**src/rtl/traffic_pkg.sv**
```systemverilog
// Shared types, lamp encodings and default phase durations for the traffic light controller.
package traffic_pkg;

    localparam int unsigned BCD_W = 8;

    localparam int unsigned DEF_T_MG      = 20;
    localparam int unsigned DEF_T_MY      = 3;
    localparam int unsigned DEF_T_AR      = 1;
    localparam int unsigned DEF_T_SG      = 10;
    localparam int unsigned DEF_T_SY      = 3;
    localparam int unsigned DEF_T_PED_CUT = 5;

    localparam logic [2:0] LIGHT_RED    = 3'b100;
    localparam logic [2:0] LIGHT_YELLOW = 3'b010;
    localparam logic [2:0] LIGHT_GREEN  = 3'b001;

    typedef enum logic [2:0] {
        S_MG,
        S_MY,
        S_AR1,
        S_SG,
        S_SY,
        S_AR2
    } state_t;

    typedef struct packed {
        logic [2:0] main_light;
        logic [2:0] side_light;
        logic       walk;
    } lamps_t;

    // Two-digit packed BCD of a value in 0..99.
    function automatic logic [BCD_W-1:0] to_bcd(input int unsigned v);
        return BCD_W'(((v / 32'd10) << 4) | (v % 32'd10));
    endfunction

    function automatic lamps_t lamps_of(input state_t s);
        lamps_t l;
        l = '{main_light: LIGHT_RED, side_light: LIGHT_RED, walk: 1'b0};
        case (s)
            S_MG:    l.main_light = LIGHT_GREEN;
            S_MY:    l.main_light = LIGHT_YELLOW;
            S_SG:    begin
                l.side_light = LIGHT_GREEN;
                l.walk       = 1'b1;
            end
            S_SY:    l.side_light = LIGHT_YELLOW;
            default: l = '{main_light: LIGHT_RED, side_light: LIGHT_RED, walk: 1'b0};
        endcase
        return l;
    endfunction

endpackage

```
**src/rtl/bcd_down_timer.sv**
```systemverilog
// Two-digit BCD down counter with synchronous load (priority over decrement).
module bcd_down_timer
    import traffic_pkg::*;
#(
    parameter logic [BCD_W-1:0] RESET_VALUE = 8'h00
) (
    input  logic             clk,
    input  logic             rstn,
    input  logic             load,
    input  logic [BCD_W-1:0] load_value,
    input  logic             dec,
    output logic [BCD_W-1:0] value,
    output logic             is_one
);

    always_ff @(posedge clk or negedge rstn) begin
        if (!rstn) begin
            value <= RESET_VALUE;
        end else if (load) begin
            value <= load_value;
        end else if (dec) begin
            if (value[3:0] == 4'd0) begin
                value <= {value[7:4] - 4'd1, 4'd9};
            end else begin
                value <= {value[7:4], value[3:0] - 4'd1};
            end
        end
    end

    assign is_one = (value == 8'h01);

endmodule

```
**src/rtl/traffic_light_ctrl.sv**
```systemverilog
// Main/side road traffic light sequencer with pedestrian-shortened main green.
module traffic_light_ctrl
    import traffic_pkg::*;
#(
    parameter int unsigned T_MG      = DEF_T_MG,
    parameter int unsigned T_MY      = DEF_T_MY,
    parameter int unsigned T_AR      = DEF_T_AR,
    parameter int unsigned T_SG      = DEF_T_SG,
    parameter int unsigned T_SY      = DEF_T_SY,
    parameter int unsigned T_PED_CUT = DEF_T_PED_CUT
) (
    input  logic             clk,
    input  logic             rstn,
    input  logic             tick_1s,
    input  logic             ped_req,
    output logic [2:0]       main_light,
    output logic [2:0]       side_light,
    output logic             walk,
    output logic [BCD_W-1:0] rem_bcd,
    output logic             ped_pend
);

    localparam logic [BCD_W-1:0] PED_CUT_BCD = to_bcd(T_PED_CUT);

    state_t           state;
    state_t           state_n;
    logic             tmr_load;
    logic             tmr_dec;
    logic [BCD_W-1:0] tmr_load_value;
    logic [BCD_W-1:0] tmr_value;
    logic             tmr_is_one;
    logic             ped_pend_n;
    lamps_t           lamps_n;

    function automatic logic [BCD_W-1:0] dur_bcd(input state_t s);
        case (s)
            S_MG:    return to_bcd(T_MG);
            S_MY:    return to_bcd(T_MY);
            S_SG:    return to_bcd(T_SG);
            S_SY:    return to_bcd(T_SY);
            default: return to_bcd(T_AR);
        endcase
    endfunction

    function automatic state_t next_state(input state_t s);
        case (s)
            S_MG:    return S_MY;
            S_MY:    return S_AR1;
            S_AR1:   return S_SG;
            S_SG:    return S_SY;
            S_SY:    return S_AR2;
            default: return S_MG;
        endcase
    endfunction

    bcd_down_timer #(
        .RESET_VALUE(to_bcd(T_MG))
    ) u_timer (
        .clk        (clk),
        .rstn       (rstn),
        .load       (tmr_load),
        .load_value (tmr_load_value),
        .dec        (tmr_dec),
        .value      (tmr_value),
        .is_one     (tmr_is_one)
    );

    // Phase advance has priority; the pedestrian cut beats a plain decrement.
    always_comb begin
        state_n        = state;
        tmr_load       = 1'b0;
        tmr_dec        = 1'b0;
        tmr_load_value = dur_bcd(state);
        if (tick_1s && tmr_is_one) begin
            state_n        = next_state(state);
            tmr_load       = 1'b1;
            tmr_load_value = dur_bcd(state_n);
        end else if ((state == S_MG) && ped_pend && (tmr_value > PED_CUT_BCD)) begin
            tmr_load       = 1'b1;
            tmr_load_value = PED_CUT_BCD;
        end else if (tick_1s) begin
            tmr_dec = 1'b1;
        end
        ped_pend_n = (ped_pend | ped_req) & ~((state_n == S_SG) && (state != S_SG));
        lamps_n    = lamps_of(state_n);
    end

    always_ff @(posedge clk or negedge rstn) begin
        if (!rstn) begin
            state      <= S_MG;
            main_light <= LIGHT_GREEN;
            side_light <= LIGHT_RED;
            walk       <= 1'b0;
            ped_pend   <= 1'b0;
        end else begin
            state      <= state_n;
            main_light <= lamps_n.main_light;
            side_light <= lamps_n.side_light;
            walk       <= lamps_n.walk;
            ped_pend   <= ped_pend_n;
        end
    end

    assign rem_bcd = tmr_value;

endmodule

```
**config.mk**
```make
export PLATFORM = sky130hd
export DESIGN_NAME = traffic_light_ctrl
export DESIGN_NICKNAME = d
export VERILOG_FILES = /design/src/rtl/traffic_pkg.sv /design/src/rtl/bcd_down_timer.sv /design/src/rtl/traffic_light_ctrl.sv
export SDC_FILE = /design/constraint.sdc
export NUM_CORES = 1
export LEC_CHECK = 0
export CORE_ASPECT_RATIO = 1.2
export CORE_MARGIN = 5
export CORE_UTILIZATION = 55
export CTS_BUF_LIST = sky130_fd_sc_hd__clkbuf_16
export DETAILED_ROUTE_END_ITERATION = 10
export DONT_BUFFER_PORTS = 1
export GPL_TIMING_DRIVEN = 0
export PLACE_DENSITY = 0.79
export SLEW_MARGIN = 20
export SYNTH_ARGS = -nofsm -noshare
export SYNTH_HDL_FRONTEND = slang
export SYNTH_SLANG_ARGS = --single-unit
```
**constraint.sdc**
```tcl
create_clock -name clk -period 3.4 [get_ports clk]
set_input_delay 0.34 -clock clk [delete_from_list [all_inputs] [get_ports clk]]
set_output_delay 0.34 -clock clk [all_outputs]
set_load 0.01 [all_outputs]
```
## Yosys cells after proc, flatten, opt, wreduce, memory -nomap -nowiden

Cells that the tools add are included.

- Register bits after elaboration: 19
- Output and inout port bits: 16
- Word-level logic and storage cells: 56

- Add/sub/neg operators: 2
- Magnitude comparators: 1
- Equal/unequal tests: 12
- Muxes and demuxes: 18
- Bitwise gates (word level): 3
- Reduce and logical (&&, ||, !) cells: 13

Operators with widths:

| operator | number |
|---|---|
| $mux 8 | 5 |
| $pmux 6 s3 | 2 |
| $pmux 3 s5 | 1 |
| $eq 3x2->1 const B | 4 |
| $pmux 3 s2 | 2 |
| $eq 3x1->1 const B | 3 |
| $eq 3x3->1 const B | 3 |
| $logic_not 3->1 | 3 |
| $eq 8x1->1 const B | 1 |
| $gt 8x3->1 const B | 1 |
| $sub 4x1->4 const B | 2 |
| $mux 1 | 6 |
| $mux 3 | 2 |
| $logic_and 1x1->1 | 4 |
| $logic_not 4->1 | 1 |
| $reduce_bool 2->1 | 2 |
| $reduce_or 2->1 | 2 |
| $ne 3x2->1 const B | 1 |
| $reduce_and 2->1 | 1 |
| $and 1x1->1 | 1 |
| $not 1->1 | 1 |
| $or 1x1->1 | 1 |

## Longest topological paths before layout

Gate-level depths: netlist of run 1.

- Depth after elaboration: 8
- Gate-level depth with buffers: 8

## Hierarchy

A second synthesis of run 1 with hierarchy kept.

- Cell total of the unflattened synthesis: 120
- Area total of the unflattened synthesis: 1072.3 sq um

Modules (own cells, without submodules):

| module | times used | cells each | area an instance (sq um) | seq. area each (sq um) |
|---|---|---|---|---|
| traffic_light_ctrl | 1 | 64 | 580.6 | 277.8 |
| bcd_down_timer | 1 | 56 | 491.7 | 201.4 |

## Worst setup path before layout of run 1

OpenSTA, ideal clock, no wires.

- Path kind: register to register
- Start point: register u_timer.value[4]
- End point: register ped_pend
- Data arrival time: 1.975 ns
- Data required time: 3.274 ns
- Slack: 1.299 ns
- Stages on the path, launching flop included: 8
- Path buffers: 2
- Period minus slack after synthesis: 2.101 ns
- Path through: dfrtp_1 > inv_1 > ha_1 > or3b_1 > clkbuf_1 > or3_4 > buf_6 > o32a_1

- Longest elaborated chain between the ends: 7

RTL lines:

| what | RTL line | RTL |
|---|---|---|
| start: declaration | bcd_down_timer.sv:12 | `output logic [BCD_W-1:0] value,` |
| start signal: assignment | bcd_down_timer.sv:20 | `value <= load_value;` |
| start signal: assignment | bcd_down_timer.sv:23 | `value <= {value[7:4] - 4'd1, 4'd9};` |
| start signal: assignment | bcd_down_timer.sv:25 | `value <= {value[7:4], value[3:0] - 4'd1};` |
| $eq 8x1->1 | bcd_down_timer.sv:30 | `assign is_one = (value == 8'h01);` |
| $logic_and 1x1->1 | traffic_light_ctrl.sv:74 | `if (tick_1s && tmr_is_one) begin` |
| $mux 3 | traffic_light_ctrl.sv:74 |  |
| $eq 3x2->1 | traffic_light_ctrl.sv:84 | `ped_pend_n = (ped_pend \| ped_req) & ~((state_n == S_SG) && (state != S_SG));` |
| $logic_and 1x1->1 | traffic_light_ctrl.sv:84 |  |
| $not 1->1 | traffic_light_ctrl.sv:84 |  |
| $and 1x1->1 | traffic_light_ctrl.sv:84 |  |
| named net ped_pend_n | traffic_light_ctrl.sv:32 | `logic ped_pend_n;` |
| end signal: assignment | traffic_light_ctrl.sv:100 | `ped_pend <= ped_pend_n;` |
| end: declaration | traffic_light_ctrl.sv:20 | `output logic ped_pend` |

The timed path passes the listed nets, and every way through them passes these cells.
A chain may end at the register's enable or synchronous reset.

## Worst setup path in the final report of run 1

- Start point: register u_timer.value[5]
- End point: register u_timer.value[5]

- Longest elaborated chain between the ends: 6
- Elaborated cells between the ends (all ways): 17

RTL lines:

| what | RTL line | RTL |
|---|---|---|
| $gt 8x3->1 | traffic_light_ctrl.sv:78 | `end else if ((state == S_MG) && ped_pend && (tmr_value > PED_CUT_BCD)) begin` |
| $logic_and 1x1->1 | traffic_light_ctrl.sv:78 |  |
| $mux 1 | traffic_light_ctrl.sv:78 |  |
| $mux 1 | traffic_light_ctrl.sv:74 |  |
| $reduce_bool 2->1 (no line) | -- |  |
| $reduce_and 2->1 (no line) | -- |  |

Several ways; a longest one is shown, not always the timed one. The select of a mux whose other input is x is not followed.

==> flow_summary.json, run 1 <==
{
  "grt_pass1_wl_um": 3280,
  "grt_pass1_vias": 745,
  "min_period_over_period_pct": 69.8,
  "cts.sinks": 19,
  "cts_root_buf": "clkbuf_16",
  "path_clk_slew_ns": 0.05,
  "fmax_ghz": 0.421,
  "ios": 20,
  "drc_errors": 0,
  "grt.total_usage_pct": 17.2,
  "ys_types": 35,
  "hold_class": "in2reg",
  "first_iter_violations": 14,
  "setup_viol": 0,
  "drive_gt1_share_pct": 11.8,
  "status": "completed",
  "cts_resized": 0,
  "r2r_start": "u_timer.value[5]",
  "total_power_w": 0.00109,
  "drt_first_pass_iters": 4,
  "viasPerCell": 6.13,
  "syn_area_um2": 956,
  "timing.final.ws_setup_ns": 1.03,
  "clk_path_buf_depth": 2,
  "synth_area_leader_cell": "dfrtp_1",
  "critPathKind": "reg2reg",
  "synth_area_leaders": "dfrtp_1, dfstp_2, nor2_1, o21ai_0, a31oi_1",
  "clock_latency_ns": 0.25,
  "dp_slack_ns": 1.09,
  "finalWirelength_um": 1870,
  "synth_top_area_share_pct": 41.9,
  "finClkSkew_ns": 0.00293,
  "syn_inst": 97,
  "die_h_um": 55.7,
  "arrival_ns": 2.55,
  "dieArea_um2": 2680,
  "vias": 735,
  "powerDensity_nw_per_um2": 1020,
  "ys_seq_area_share_pct": 50.1,
  "end_kind": "flip-flop",
  "rows": 16,
  "rsz0062_at_grt": "no",
  "diodes": 0,
  "grt_overflow": 0,
  "grt_start_max_net_pins": 20,
  "worstPathMaxFanout": 7,
  "final_antenna_net_count": 0,
  "stdcell_count": 120,
  "cp-start-kind": "flip-flop",
  "fin_tns_setup_ns": 0,
  "post-place-cells": 115,
  "hold_viol": 0,
  "min-delay-start": "ped_req",
  "relSlewSlack_pct": 44.6,
  "critPathRequiredTime_ns": 3.58,
  "dieWidth_um": 48.1,
  "coreArea_um2": 1640,
  "cts_inserted_buffers": 3,
  "synth_nets": 102,
  "fill_cells": 128,
  "synthToLayoutAreaGrowth_pct": 11.6,
  "avgSynthCellArea_um2": 9.85,
  "period_minus_slack_ns": 2.37,
  "drv_cap": 0,
  "antenna_found_initial": 0,
  "fin_nets": 108,
  "ys_ff_latch": 19,
  "dp_hpwl_um": 1300,
  "irDropWorstVdd_mv": 0.412,
  "place_congestion": 0.773,
  "yosys_warnings": 0,
  "h-tree-depth": 1,
  "start_util_pct": 58.2,
  "maxSlewViolCount": 0,
  "crit_path_start": "u_timer.value[5]",
  "tightestPinTransition_ns": 0.828,
  "cts_tree": "done",
  "p_leak_nw": 0.444,
  "wl_per_cell_um": 15.6,
  "portBuffers": 0,
  "fin_util_pct": 65.0
}
[worst paths after layout]
| path | to | slack [ns] | cells after the start |
|---|---|---|---|
| max in group asynchronous | state[1] | 2.25 | 1 |
| min | ped_pend | 0.23 | 1 |
| max | u_timer.value[5] | 1.03 | 7 |
| max reg2reg | u_timer.value[5] | 1.03 | 7 |
| min reg2reg | u_timer.value[6] | 0.60 | 1 |
| min in group asynchronous | u_timer.value[0] | 0.64 | 1 |
[cells in the mapped netlist (all sizes together)]
library cell and number:
a211o 1, a211oi 2, a21o 2, a21oi 3, a31oi 4, a32oi 1
and2 1, buf 2, clkbuf 4, dfrtp 16, dfstp 3, ha 1
inv 3, mux2 1, mux2i 2, nand2 6, nand2b 3, nand3 2
nor2 12, nor3 5, nor4b 1, o21a 2, o21ai 7, o22ai 2
o31a 1, o31ai 2, o32a 2, or3 2, or3b 1, or4b 1
xnor2 1, xor2 1
[cell usage in the layout (no fill, tap or decap), types with 2 or more instances in the layout]
master     synthesis  final
dfrtp_1           16     16
nor2_1            12     12
nand2_1            6      6
o21ai_0            6      6
nor3_1             5      5
clkbuf_1           4      4
a31oi_1            4      4
inv_1              3      4
nand2b_1           3      3
a21oi_1            3      3
clkbuf_16          0      3
dfstp_2            3      3
a211oi_1           2      2
a21o_1             2      2
o31ai_1            2      2
nand3_1            2      2
o21a_1             2      2
o22ai_1            2      2
o32a_1             2      2
mux2i_1            2      2
[registers in the layout, indices dropped and copies added, names as in the netlist]
signal and flops:
u_timer.value 8, main_light 3, side_light 3, state 3, ped_pend 1, walk 1
[per-stage QoR]
step | hold slack, ns | instance area, um2
2_1_floorplan | 0.0444 | 956
3_3_place_gp | 0.0449 | 978
3_5_place_dp | 0.0449 | 978
4_1_cts | 0.229 | 1070
5_1_grt | 0.250 | 1070
6_report | 0.225 | 1070
[per-layer routing]
layer	track usage, %	part of all wire, %	vias up
met3	4.53	7.2	5
met1	22.2	38	347
met2	25.7	53	23
met4	8.08	2.2	0
met5	0	0	-
li1	-	-	360
[logic make-up after synthesis]
| kind of cell | count (synthesis) | synth area share, % |
|---|---|---|
| flip-flops | 19 | 50.1 |
| AND/OR/NAND/NOR | 34 | 18.7 |
| XOR/XNOR | 2 | 1.83 |
| AO/OA/AOI/OAI | 29 | 20.3 |
| adder cells (fa/ha/maj) | 1 | 1.31 |
| multiplexers | 3 | 3.27 |
| buffers and inverters | 9 | 4.45 |
[where the power goes]
| part | switching [W] | total, W | internal [W] |
|---|---|---|---|
| Combinational | 0.000243 | 0.000417 | 0.000174 |
| Sequential | 0.000118 | 0.000441 | 0.000323 |
| Clock | 0.0000781 | 0.000234 | 0.000156 |
[worst max-delay path, stage by stage, from the launching register on]
cell      delay, ns
dfstp_2        0.58
inv_1          0.05
ha_1           0.20
or3b_1         0.16
clkbuf_1       0.25
o21ai_1        0.20
a32oi_1        0.45
mux2_2         0.40
[cell type report]
class	instances	area [um2]	share of cell area (%)
Timing Repair Buffer	1	10.0	0.938
Inverter	3	11.3	1.06
Tap cell	18	22.5	2.11
Multi-Input combinational cell	69	434	40.7
Clock inverter	1	3.75	0.352
Clock buffer	3	75.1	7.03
Sequential cell	19	479	44.9
Buffer	6	31.3	2.93
[repair_timing]
action                    in CTS  in global routing
hold buffers                   1                  0
setup buffers                  0                  0
hold endpoints to repair      19                  0
No activity file was read; power rests on OpenSTA's default activity.
==> inputs of run 2 (changes only) <==
- clock period: 3.4 -> 2.3 ns (I/O delays scaled with it)
==> run 2 against run 1 <==
Against the previous run: global-route usage rose by 0.062 points; clock-buffer cell count did not move; sequential power rose by 48%; first-iteration DRC count grew 21%; worst hold slack lost 0.11 ns; combinational power increased by 70%; non-clock buffer count grew 1; worst setup slack worse by 0.88 ns; routed wire length rose by 3.9%; critical path depth decreased by 1; critical path type unchanged; critical endpoint is now ped_pend; highest routed layer unchanged.
==> flow_summary.json, run 2 (synthesized netlist as in run 1, its figures left out) <==
{
  "grt.total_usage_pct": 17.2,
  "drive_gt1_share_pct": 16.5,
  "maxSlewViolCount": 0,
  "cell_internal_pwr_w": 0.00103,
  "path_clk_slew_ns": 0.05,
  "path_cells": "inv_1, ha_1, or3b_4, or3_4, buf_6, o32a_1",
  "viasPerCell": 6.14,
  "timing.final.ws_setup_ns": 0.146,
  "grt_pass1_wl_um": 3310,
  "cts.sinks": 19,
  "hold_class": "in2reg",
  "drv_cap": 0,
  "h-tree-depth": 1,
  "powerDensity_nw_per_um2": 1560,
  "end_kind": "flip-flop",
  "p_leak_nw": 0.452,
  "largest_reg_flops": 8,
  "finalWirelength_um": 1950,
  "fill_cells": 121,
  "cp_slowest_cell": "dfrtp_1",
  "r2r_slack_ns": 0.15,
  "rsz0062_at_grt": "no",
  "p_comb_share_pct": 41.3,
  "layout.cells.most_common_list": "dfrtp_1, nor2_1, nand2_1, o21ai_0",
  "irDropWorstVdd_mv": 0.615,
  "holdWs_ns": 0.113,
  "fin_tns_setup_ns": 0,
  "drc_errors": 0,
  "dieWidth_um": 48.1,
  "critPathKind": "reg2reg",
  "critPathRequiredTime_ns": 2.44,
  "switching_share_pct": 39.8,
  "grt_pass1_vias": 755,
  "coreArea_um2": 1640,
  "synthToLayoutAreaGrowth_pct": 14.4,
  "largest-register": "u_timer.value",
  "cp-start-kind": "flip-flop",
  "final_common_cell": "dfrtp_1",
  "fin_nets": 109,
  "place_congestion": 0.773,
  "final_antenna_net_count": 0,
  "portBuffers": 0,
  "dieArea_um2": 2680,
  "p_sw_w": 0.000682,
  "vias": 743,
  "slowest_delay_ns": 0.44,
  "cts_inserted_buffers": 3,
  "fin_util_pct": 66.6,
  "rows": 16,
  "die_h_um": 55.7,
  "fmax_ghz": 0.464,
  "diodes": 0,
  "finClkSkew_ns": 0.00377,
  "power_frac_seq_pct": 38.2,
  "first_iter_violations": 17,
  "relSlewSlack_pct": 42.9,
  "ios": 20,
  "multiInputGateArea_um2": 449,
  "wl_per_cell_um": 16.1,
  "grt_start_max_net_pins": 20,
  "clock_latency_ns": 0.25,
  "tightestPinTransition_ns": 0.853,
  "dp_slack_ns": -0.0121,
  "antenna_found_initial": 0,
  "dp_hpwl_um": 1300,
  "regArea_um2": 479,
  "clk_path_buf_depth": 2,
  "grt_overflow": 0,
  "cts_tree": "done",
  "cts_root_buf": "clkbuf_16",
  "hold_viol": 0,
  "worstPathMaxFanout": 10,
  "period_minus_slack_ns": 2.15,
  "min_period_over_period_pct": 93.7,
  "cp_top_family": "simple AND/OR/NAND/NOR gates",
  "status": "completed",
  "drt_first_pass_iters": 5,
  "setup_viol": 0,
  "start_util_pct": 58.2,
  "cp_num_buf_inv": 2,
  "arrival_ns": 2.29,
  "clockPowerShare_pct": 20.5
}
-- run 2: cell types whose count changed in the layout (fill, tap and decap cells not counted), sizes merged --
cell and change:
buf +2, clkbuf -1
-- run 2: through the flow --
step | instance area, um2 | instances | power [W]
final | 1090 | 121 | 0.00171
after global routing | 1090 | 121 | 0.00184
after CTS | 1070 | 120 | 0.00164
after detailed placement | 978 | 115 | 0.00126
after global placement | 978 | 115 | 0.00124
after floorplan | 956 | 97 | 0.00113
-- run 2: per-layer routing --
metal	share of wire [%]	vias up	GRT usage, %
met4	2.1	0	8.08
met3	7.6	5	4.53
met1	39	350	22.0
met2	51	26	26.1
li1	-	362	-
met5	0	-	0
-- run 2: final cells by class --
cell class              instances  share of cell area [%]
plain buffers                   5                    2.52
well taps                      18                    2.06
inverters                       3                    1.03
repair buffers                  3                    2.29
clock buffers                   3                    6.86
multi-input cells              69                    41.1
flip-flops and latches         19                    43.8
clock inverters                 1                   0.343
-- run 2: final timing paths --
kind | cells past startpoint | to | startpoint
min in group asynchronous | 1 | u_timer.value[0] | rstn
hold reg to reg | 1 | u_timer.value[6] | u_timer.value[6]
setup reg to reg | 6 | ped_pend | u_timer.value[4]
hold / removal | 1 | ped_pend | ped_req
setup / recovery | 6 | ped_pend | u_timer.value[4]
max in group asynchronous | 1 | side_light[0] | rstn
-- run 2: what timing repair did --
item,CTS,global route
hold endpoints to repair,19,0
resized for setup,1,2
hold buffers,1,0
buffers inserted,0,2
setup endpoints to repair,1,10
pin swaps,0,1
-- run 2: power by group through the flow --
stage	logic (W)	registers [W]	clock network, W
after global placement	0.000581	0.000654	0
after detailed placement	0.000602	0.000658	0
after CTS	0.000637	0.000657	0.000349
after global routing	0.000802	0.000676	0.000364
after floorplan	0.000508	0.000625	0
final	0.000707	0.000654	0.000350
